$ cat config.mk
export PLATFORM = sky130hd
export DESIGN_NAME = wb_interconnect_tgt_port
export DESIGN_NICKNAME = d
export VERILOG_FILES = /design/src/rtl/wb_interconnect_tgt_port.sv
export SDC_FILE = /design/constraint.sdc
export NUM_CORES = 1
export LEC_CHECK = 0
export BUFFER_PORTS_ARGS = -buffer_cell sky130_fd_sc_hd__buf_4
export CELL_PAD_IN_SITES_DETAIL_PLACEMENT = 1
export CELL_PAD_IN_SITES_GLOBAL_PLACEMENT = 2
export CORE_AREA = 2 2 136 138
export CTS_CLUSTER_SIZE = 40
export DETAILED_ROUTE_END_ITERATION = 12
export DIE_AREA = 0 0 138 140
export PLACE_DENSITY = 0.82
export SYNTH_ARGS = -nofsm -noshare
export SYNTH_HDL_FRONTEND = slang
export SYNTH_SLANG_ARGS = --single-unit
$ cat constraint.sdc
create_clock -name clk -period 2.2 [get_ports clk]
set_clock_uncertainty 0.05 [all_clocks]
set_input_delay 0.22 -clock clk [delete_from_list [all_inputs] [get_ports clk]]
set_output_delay 0.22 -clock clk [all_outputs]
set_load 0.1 [all_outputs]
$ cat src/rtl/wb_interconnect_tgt_port.sv
// rtl/wb_interconnect_tgt_port.sv - Wishbone interconnect target-side port
//
// Purpose:
//   One instance sits in front of each target. It raises an arbiter request for
//   every initiator holding CYC, latches the arbiter's grant, muxes the owning
//   initiator onto the single target bus and routes ack/err/rdata back. A
//   watchdog turns a target beat that hangs for TIMEOUT cycles into an error.
//
// Ports:
//   clk, rst                  clock (rising edge), asynchronous active-high reset
//   i_cyc/i_stb/i_we          per-initiator bus controls
//   i_adr/i_dat_w/i_sel       packed per-initiator address, write data, byte selects
//   o_ack/o_err               per-initiator completion
//   o_dat_r                   read data shared by all initiators
//   arb_req/arb_gnt           request to / grant from the arbiter
//   t_cyc/t_stb/t_we          target bus controls
//   t_adr/t_dat_w/t_sel       target address, write data, byte selects
//   t_dat_r/t_ack/t_err       target read data and completion

module wb_interconnect_tgt_port #(
    parameter int N_INIT  = 2,
    parameter int ADR_W   = 32,
    parameter int DAT_W   = 32,
    parameter int TIMEOUT = 256
) (
    input  logic                        clk,
    input  logic                        rst,
    input  logic [N_INIT-1:0]           i_cyc,
    input  logic [N_INIT-1:0]           i_stb,
    input  logic [N_INIT-1:0]           i_we,
    input  logic [N_INIT*ADR_W-1:0]     i_adr,
    input  logic [N_INIT*DAT_W-1:0]     i_dat_w,
    input  logic [N_INIT*DAT_W/8-1:0]   i_sel,
    output logic [N_INIT-1:0]           o_ack,
    output logic [N_INIT-1:0]           o_err,
    output logic [DAT_W-1:0]            o_dat_r,
    output logic [N_INIT-1:0]           arb_req,
    input  logic [N_INIT-1:0]           arb_gnt,
    output logic                        t_cyc,
    output logic                        t_stb,
    output logic                        t_we,
    output logic [ADR_W-1:0]            t_adr,
    output logic [DAT_W-1:0]            t_dat_w,
    output logic [DAT_W/8-1:0]          t_sel,
    input  logic [DAT_W-1:0]            t_dat_r,
    input  logic                        t_ack,
    input  logic                        t_err
);

    localparam int SEL_W = DAT_W / 8;
    localparam int IDX_W = (N_INIT > 1) ? $clog2(N_INIT) : 1;
    localparam int TMO_W = (TIMEOUT > 0) ? $clog2(TIMEOUT + 1) : 1;
    localparam logic [TMO_W-1:0] TMO_LAST = TMO_W'((TIMEOUT > 0) ? TIMEOUT - 1 : 0);
    localparam logic [TMO_W-1:0] TMO_SAT  = TMO_W'(TIMEOUT);

    typedef enum logic [1:0] {
        IDLE,
        ACTIVE,
        ABORT
    } state_t;

    state_t             state, state_nxt;
    logic [N_INIT-1:0]  sel_r, sel_nxt;
    logic [IDX_W-1:0]   idx_r, idx_nxt;
    logic [TMO_W-1:0]   tmo_cnt, tmo_nxt;

    logic [N_INIT-1:0]  gnt_hit;
    logic [IDX_W-1:0]   gnt_idx;

    logic               own_cyc, own_stb, own_we;
    logic [ADR_W-1:0]   own_adr;
    logic [DAT_W-1:0]   own_dat_w;
    logic [SEL_W-1:0]   own_sel;
    logic               beat_stb;
    logic               beat_pending;
    logic               tmo_fire;

    // Requests follow CYC alone; STB only qualifies beats once the grant is held.
    assign arb_req = i_cyc;
    assign gnt_hit = arb_gnt & i_cyc;

    // Lowest set bit wins: scanning downwards lets the last match be the lowest index.
    always_comb begin
        gnt_idx = '0;
        for (int k = N_INIT - 1; k >= 0; k--) begin
            if (gnt_hit[k]) gnt_idx = IDX_W'(k);
        end
    end

    // Owner mux, driven by the latched index.
    always_comb begin
        own_cyc   = 1'b0;
        own_stb   = 1'b0;
        own_we    = 1'b0;
        own_adr   = '0;
        own_dat_w = '0;
        own_sel   = '0;
        for (int k = 0; k < N_INIT; k++) begin
            if (IDX_W'(k) == idx_r) begin
                own_cyc   = i_cyc[k];
                own_stb   = i_stb[k];
                own_we    = i_we[k];
                own_adr   = i_adr[k*ADR_W +: ADR_W];
                own_dat_w = i_dat_w[k*DAT_W +: DAT_W];
                own_sel   = i_sel[k*SEL_W +: SEL_W];
            end
        end
    end

    assign beat_stb     = own_cyc & own_stb;
    assign beat_pending = (state == ACTIVE) & beat_stb & ~t_ack & ~t_err;
    // A response on the last watchdog cycle clears beat_pending, so it beats the abort.
    assign tmo_fire     = (TIMEOUT > 0) && beat_pending && (tmo_cnt == TMO_LAST);

    always_comb begin
        t_cyc   = 1'b0;
        t_stb   = 1'b0;
        t_we    = 1'b0;
        t_adr   = '0;
        t_dat_w = '0;
        t_sel   = '0;
        o_ack   = '0;
        o_err   = '0;
        o_dat_r = '0;
        case (state)
            ACTIVE: begin
                t_cyc   = own_cyc;
                t_stb   = beat_stb;
                t_we    = own_we;
                t_adr   = own_adr;
                t_dat_w = own_dat_w;
                t_sel   = own_sel;
                o_ack   = (t_ack & beat_stb) ? sel_r : '0;
                o_err   = (t_err & beat_stb) ? sel_r : '0;
                o_dat_r = t_dat_r;
            end
            ABORT: begin
                o_err = sel_r;
            end
            default: ;
        endcase
    end

    always_comb begin
        state_nxt = state;
        sel_nxt   = sel_r;
        idx_nxt   = idx_r;
        tmo_nxt   = '0;
        case (state)
            IDLE: begin
                if (|gnt_hit) begin
                    sel_nxt   = N_INIT'(1) << gnt_idx;
                    idx_nxt   = gnt_idx;
                    state_nxt = ACTIVE;
                end
            end
            ACTIVE: begin
                if (!own_cyc) begin
                    // Owner released the bus, possibly mid-beat: the beat is abandoned.
                    state_nxt = IDLE;
                end else if (tmo_fire) begin
                    state_nxt = ABORT;
                end else if (beat_pending && (TIMEOUT > 0)) begin
                    tmo_nxt = (tmo_cnt == TMO_SAT) ? tmo_cnt : tmo_cnt + TMO_W'(1);
                end
            end
            ABORT: begin
                state_nxt = own_cyc ? ACTIVE : IDLE;
            end
            default: begin
                state_nxt = IDLE;
            end
        endcase
    end

    always_ff @(posedge clk or posedge rst) begin
        if (rst) begin
            state   <= IDLE;
            sel_r   <= '0;
            idx_r   <= '0;
            tmo_cnt <= '0;
        end else begin
            state   <= state_nxt;
            sel_r   <= sel_nxt;
            idx_r   <= idx_nxt;
            tmo_cnt <= tmo_nxt;
        end
    end

endmodule
==> impl_metrics.toml, run 1 <==
[outcome]
outcome = "finished, violations left"
violations = "negative setup slack"

[synthesis]
synth.distinct_cells = 36
synth_commonest_cells = "71 x mux2i_1, 69 x nor2b_1, 33 x and2_1"
ys_top_cells_by_area = "mux2i_1 31%, nor2b_1 19%, dfrtp_1 14%"
synth.most_common_cell = "mux2i_1"
synth.avg_cell_area_um2 = 8.08
postSynthCellCount = 281
syn_area_um2 = 2270
yosysTopAreaCellShare_pct = 31.3
synth_edf_count = 0
synth-seq-cells = 13
ys_warn_count = 0
synth_top_cell_by_area = "mux2i_1"
ys.flop_type = "dfrtp_1"
syn_nets = 468
synth-seq-area-share_pct = 14.3
async_flop_share_pct = 100

[timing]
slew_headroom_pct = 62.1
finalSetupViolCount = 1
max_freq_mhz = 452
layout_min_cycle_time_ns = 2.21
worst_slack_ns = -0.0125
fin_hold_ws_ns = 0.162
tightestPinTransition_ns = 0.568
timing.final.crit_share_pct = 101
rsz0062_at_grt = "yes"
hold_violations = 0
slew_viol_final = 0

[final_layout]
n_fill_cell = 2111
stdcell_count = 800
final_nets = 759
final-seq-area_um2 = 329
diodes = 0
area_growth_pct = 143
layout-drive-gt1-share_pct = 72.3
multi_input_area_um2 = 2410

[worst_setup_path]
r2r_start = "tmo_cnt[1]"
r2r_end = "state[0]"
worstSetupEndpointType = "flop"
cp.depth = 9
cpPeakStageDelay_ns = 0.38
crit_required_ns = 2.28
cp.arrival_ns = 2.29
path_common_cell = "ha_2"
worstPathMaxFanout = 2
critPathBufInv = 0
cp-startpoint = "tmo_cnt[1]"
critPathLaunchType = "flop"
r2r_setup_slack_ns = -0.01
cp-endpoint = "state[0]"
crit_family = "simple AND/OR/NAND/NOR gates"
r2r_cells = 9
critPathKind = "reg2reg"
path_cells = "ha_2 > nand3_2 > nor2_2 > and3_1 > ha_2 > or3b_4 > a21oi_4 > o21ai_2 > mux2_4"
critPathSlowestCell = "dfrtp_1"

[clocking]
cts_buffer_depth = 2
clock_latency_ns = 0.25
clock-sinks = 13
cts_tree = "built"
htreeDepth = 1
clk_pin_slew_ns = 0.05
root_buffer = "clkbuf_16"
cts_inserted_buffers = 3

[floorplanning]
initial_core_util_pct = 12.8
core-area_um2 = 17800
design.die.area_um2 = 19300
die_y_um = 140
io_pins = 289
rows = 49
die_x_um = 138

[global_routing]
grtUsageTotal_pct = 11.2
grt_max_degree = 59
grt_pass1_vias = 3581
grt_pass1_wl_mm = 17.9
met2_usage_pct = 22.9
grt_use_met1_pct = 11.3
grt-ovfl-total = 0
grt_busiest_layer = "met2"
antenna_found_initial = 0
use_met3_pct = 2.70

[route]
avgViaCountPerCell = 3.99
remaining_drc_errors = 0
firstDrtPassIters = 5
antenna_left = 0
wl_per_cell_um = 14.5
routed-via-count = 3189
wl_mm = 11.6
first_iter_violations = 67

[place]
io_buffers = 288
place.gp.congestion = 0.776
dp_cells = 786
dp_hpwl_mm = 9.58

[min_path]
min-delay-start = "arb_gnt[0]"
hold_path_class = "in2reg"

[flow_run]
cap_violations = 0
-- flip-flops by register name (all words and copies together) (netlist names) --
signal and flops:
tmo_cnt 9, state 2, sel_r 2
-- metrics by stage --
stage          util [%]  instance area (um^2)  setup TNS, ns  setup slack (ns)
2_1_floorplan         -                  2820         -0.338            -0.338
3_3_place_gp       29.7                  5280              0            0.0542
3_5_place_dp       29.7                  5280              0           0.00896
4_1_cts            30.5                  5420          -1.68           -0.0707
5_1_grt            31.0                  5510         -0.165           -0.0733
6_report           31.0                  5510        -0.0125           -0.0125
-- cells in the final DEF, fill, tap and decap left out, types with 2 or more instances in the layout --
cell type	netlist	routed
a21oi_1	5	4
and2_1	33	21
and2_2	0	12
and3_2	1	3
buf_12	0	2
buf_4	2	300
clkbuf_16	0	3
dfrtp_1	13	12
ha_1	7	4
ha_2	0	2
inv_1	9	8
mux2i_1	71	71
nand2_1	6	4
nand3_1	3	2
nand4_1	2	2
nand4_2	2	2
nor2_1	12	11
nor2b_4	0	68
xnor2_1	2	2
xor2_1	4	4
-- logic make-up after synthesis --
kind of cell | Yosys count | share of synthesized area (%)
and+or+nand+nor | 140 | 37.7
muxes | 73 | 32.5
buffers and inverters | 30 | 5.73
DFF | 13 | 14.3
AOI/OAI and AO/OA | 12 | 3.58
adders and majority gates | 7 | 3.86
xor gates and xnor gates | 6 | 2.32
-- timing repair --
item	CTS	global route
setup endpoints to repair	46	113
buffers inserted	4	5
hold buffers	1	0
gates resized for setup	5	15
endpoints found under the hold margin	8	0
pin swaps	2	6
-- cell type report --
class | count | share of cell area (%)
clock buffers | 3 | 1.36
clock inverters | 1 | 0.0908
inverters | 9 | 0.613
multi-input cells | 238 | 43.8
flip-flops and latches | 13 | 5.97
well taps | 229 | 5.20
repair buffers | 307 | 43.0
-- worst min path at each step --
stage | end | slack [ns] | cells after the start
4_1_cts | sel_r[1] | 0.17 | 2
3_3_place_gp | state[0] | 0.25 | 2
3_5_place_dp | sel_r[0] | 0.26 | 2
5_1_grt | sel_r[1] | 0.19 | 2
2_1_floorplan | sel_r[0] | 0.05 | 1
6_report | sel_r[1] | 0.16 | 2
-- routing by layer --
layer | part of all wire [%] | routed length [um]
met4 | 1.1 | 127
met1 | 35 | 4070
met3 | 8.4 | 972
met5 | 0 | 0
met2 | 55 | 6390
Power of run 1 is left out: the tool's default activity adds up to more than one toggle a clock period on the data nets, which glitch-free logic cannot reach.
==> run 2, diff against run 1 <==
Settings changed: CORE_AREA 2 2 136 138 to 2 2 115 162, DIE_AREA 0 0 138 140 to 0 0 117 164, PLACE_DENSITY 0.82 to 0.83.
==> run 2 against run 1 <==
Net effect: the run now ends clean; design area is 0.70% higher; die area is 0.68% lower; first-iteration DRC count is 21% lower; maximum frequency is 1.3% higher; critical path depth stayed put; register-to-register slack better by 0.03 ns; worst setup slack better by 0.029 ns; clock-buffer cell count is 1 higher; critical endpoint unchanged.
==> impl_metrics.toml, run 2 (synthesis results as in run 1) <==
[outcome]
outcome = "completed"

[global_routing]
grt_use_met1_pct = 9.85
grt_pass1_vias = 3452
grt_pass1_wl_mm = 16.6
grt_busiest_layer = "met2"
use_met3_pct = 2.80
grt-ovfl-total = 0
grtUsageTotal_pct = 10.7
met2_usage_pct = 22.8
grt_max_degree = 57
antenna_found_initial = 0

[final_layout]
final-seq-area_um2 = 329
reg.largest.list = "tmo_cnt (9), sel_r (2), state (2)"
largest_reg_flops = 9
final_nets = 761
diodes = 0
area_growth_pct = 145
multi_input_area_um2 = 2420
regMostFlops = "tmo_cnt"
most-common-layout-cells = "302 x buf_4, 71 x mux2i_1, 68 x nor2b_4"
layout-drive-gt1-share_pct = 72.3
n_fill_cell = 2110
stdcell_count = 813
layout_commonest_cell = "buf_4"

[timing]
finalSetupViolCount = 0
rsz0062_at_grt = "yes"
slew_headroom_pct = 65.4
timing.final.crit_share_pct = 99.2
max_freq_mhz = 458
fin_setup_tns_ns = 0
hold_violations = 0
tightestPinTransition_ns = 0.519
slew_viol_final = 0
layout_min_cycle_time_ns = 2.18

[worst_setup_path]
critPathBufInv = 0
worstSetupEndpointType = "flop"
path_cells = "ha_2 > nand3_2 > nor2_2 > and3_4 > ha_4 > or3b_4 > a21oi_4 > o21ai_2 > mux2_4"
cp.arrival_ns = 2.26
crit_required_ns = 2.27
critPathSlowestCell = "or3b_4"
worstPathMaxFanout = 2
critPathKind = "reg2reg"
crit_family = "simple AND/OR/NAND/NOR gates"
cpPeakStageDelay_ns = 0.39
critPathLaunchType = "flop"

[floorplanning]
die_x_um = 117
rows = 58
die_y_um = 164
initial_core_util_pct = 12.8
design.die.area_um2 = 19200
core-area_um2 = 17800
io_pins = 289

[clocking]
cts_tree = "built"
clk_pin_slew_ns = 0.04
clock-sinks = 13
htreeDepth = 1
cts_inserted_buffers = 3
clock_latency_ns = 0.24
cts_buffer_depth = 2
root_buffer = "clkbuf_16"

[place]
io_buffers = 288
dp_cells = 798
place.gp.congestion = 0.767
dp_hpwl_mm = 9.97

[flow_run]
cap_violations = 0

[route]
wl_per_cell_um = 14.4
remaining_drc_errors = 0
antenna_left = 0
routed-via-count = 3190
firstDrtPassIters = 3
wl_mm = 11.7
first_iter_violations = 53
avgViaCountPerCell = 3.92

[min_path]
hold_path_class = "in2reg"
-- run 2: changes by cell type in the layout (fill, tap and decap cells not counted) --
| cell | previous run | this run |
|---|---|---|
| and3_1 | 1 | 0 |
| and3_4 | 0 | 1 |
| buf_12 | 2 | 4 |
| buf_16 | 1 | 0 |
| buf_4 | 300 | 302 |
| clkbuf_1 | 0 | 1 |
| clkbuf_8 | 1 | 0 |
| clkinv_2 | 1 | 0 |
| ha_2 | 2 | 1 |
| ha_4 | 1 | 2 |
| nand2_1 | 4 | 5 |
| nand2_2 | 1 | 0 |
-- run 2: timing repair --
item / CTS / global route
resized for setup: 6 / 15
setup endpoints to repair: 38 / 53
hold endpoints to repair: 13 / 0
hold buffers: 1 / 0
pin swaps: 4 / 5
buffers inserted: 5 / 5
cloned: 0 / 0
-- run 2: final cells by class --
| cell class | instances | share of cell area [%] |
|---|---|---|
| Multi-Input combinational cell | 238 | 43.7 |
| Timing Repair Buffer | 309 | 42.9 |
| Sequential cell | 13 | 5.93 |
| Tap cell | 240 | 5.41 |
| Clock buffer | 4 | 1.42 |
| Inverter | 9 | 0.609 |
-- run 2: per-layer routing --
layer	routed length, um	vias to the layer above
met5	0	-
met2	6960	167
met1	3630	1485
met4	150	0
met3	932	14
li1	-	1524
-- run 2: worst paths after layout --
kind,slack (ns),to,depth (start not counted),from
max,0.02,state[0],9,tmo_cnt[1]
min,0.15,sel_r[1],2,arb_gnt[0]
max reg2reg,0.02,state[0],9,tmo_cnt[1]
min reg2reg,0.51,sel_r[0],1,sel_r[0]
max in group asynchronous,1.17,sel_r[1],3,rst
min in group asynchronous,0.54,tmo_cnt[1],3,rst
-- run 2: metrics by stage --
step                      instance area, um^2  hold slack, ns  utilization, %  worst slack (ns)
after floorplan                          2820          0.0470               -            -0.338
after CTS                                5450           0.151            30.7          0.000915
final                                    5550           0.154            31.2            0.0166
after detailed placement                 5310           0.244            29.8           0.00895
after global placement                   5310           0.231            29.8            0.0524
after global routing                     5550           0.183            31.2           -0.0895
Power of run 2 is left out for the same reason.
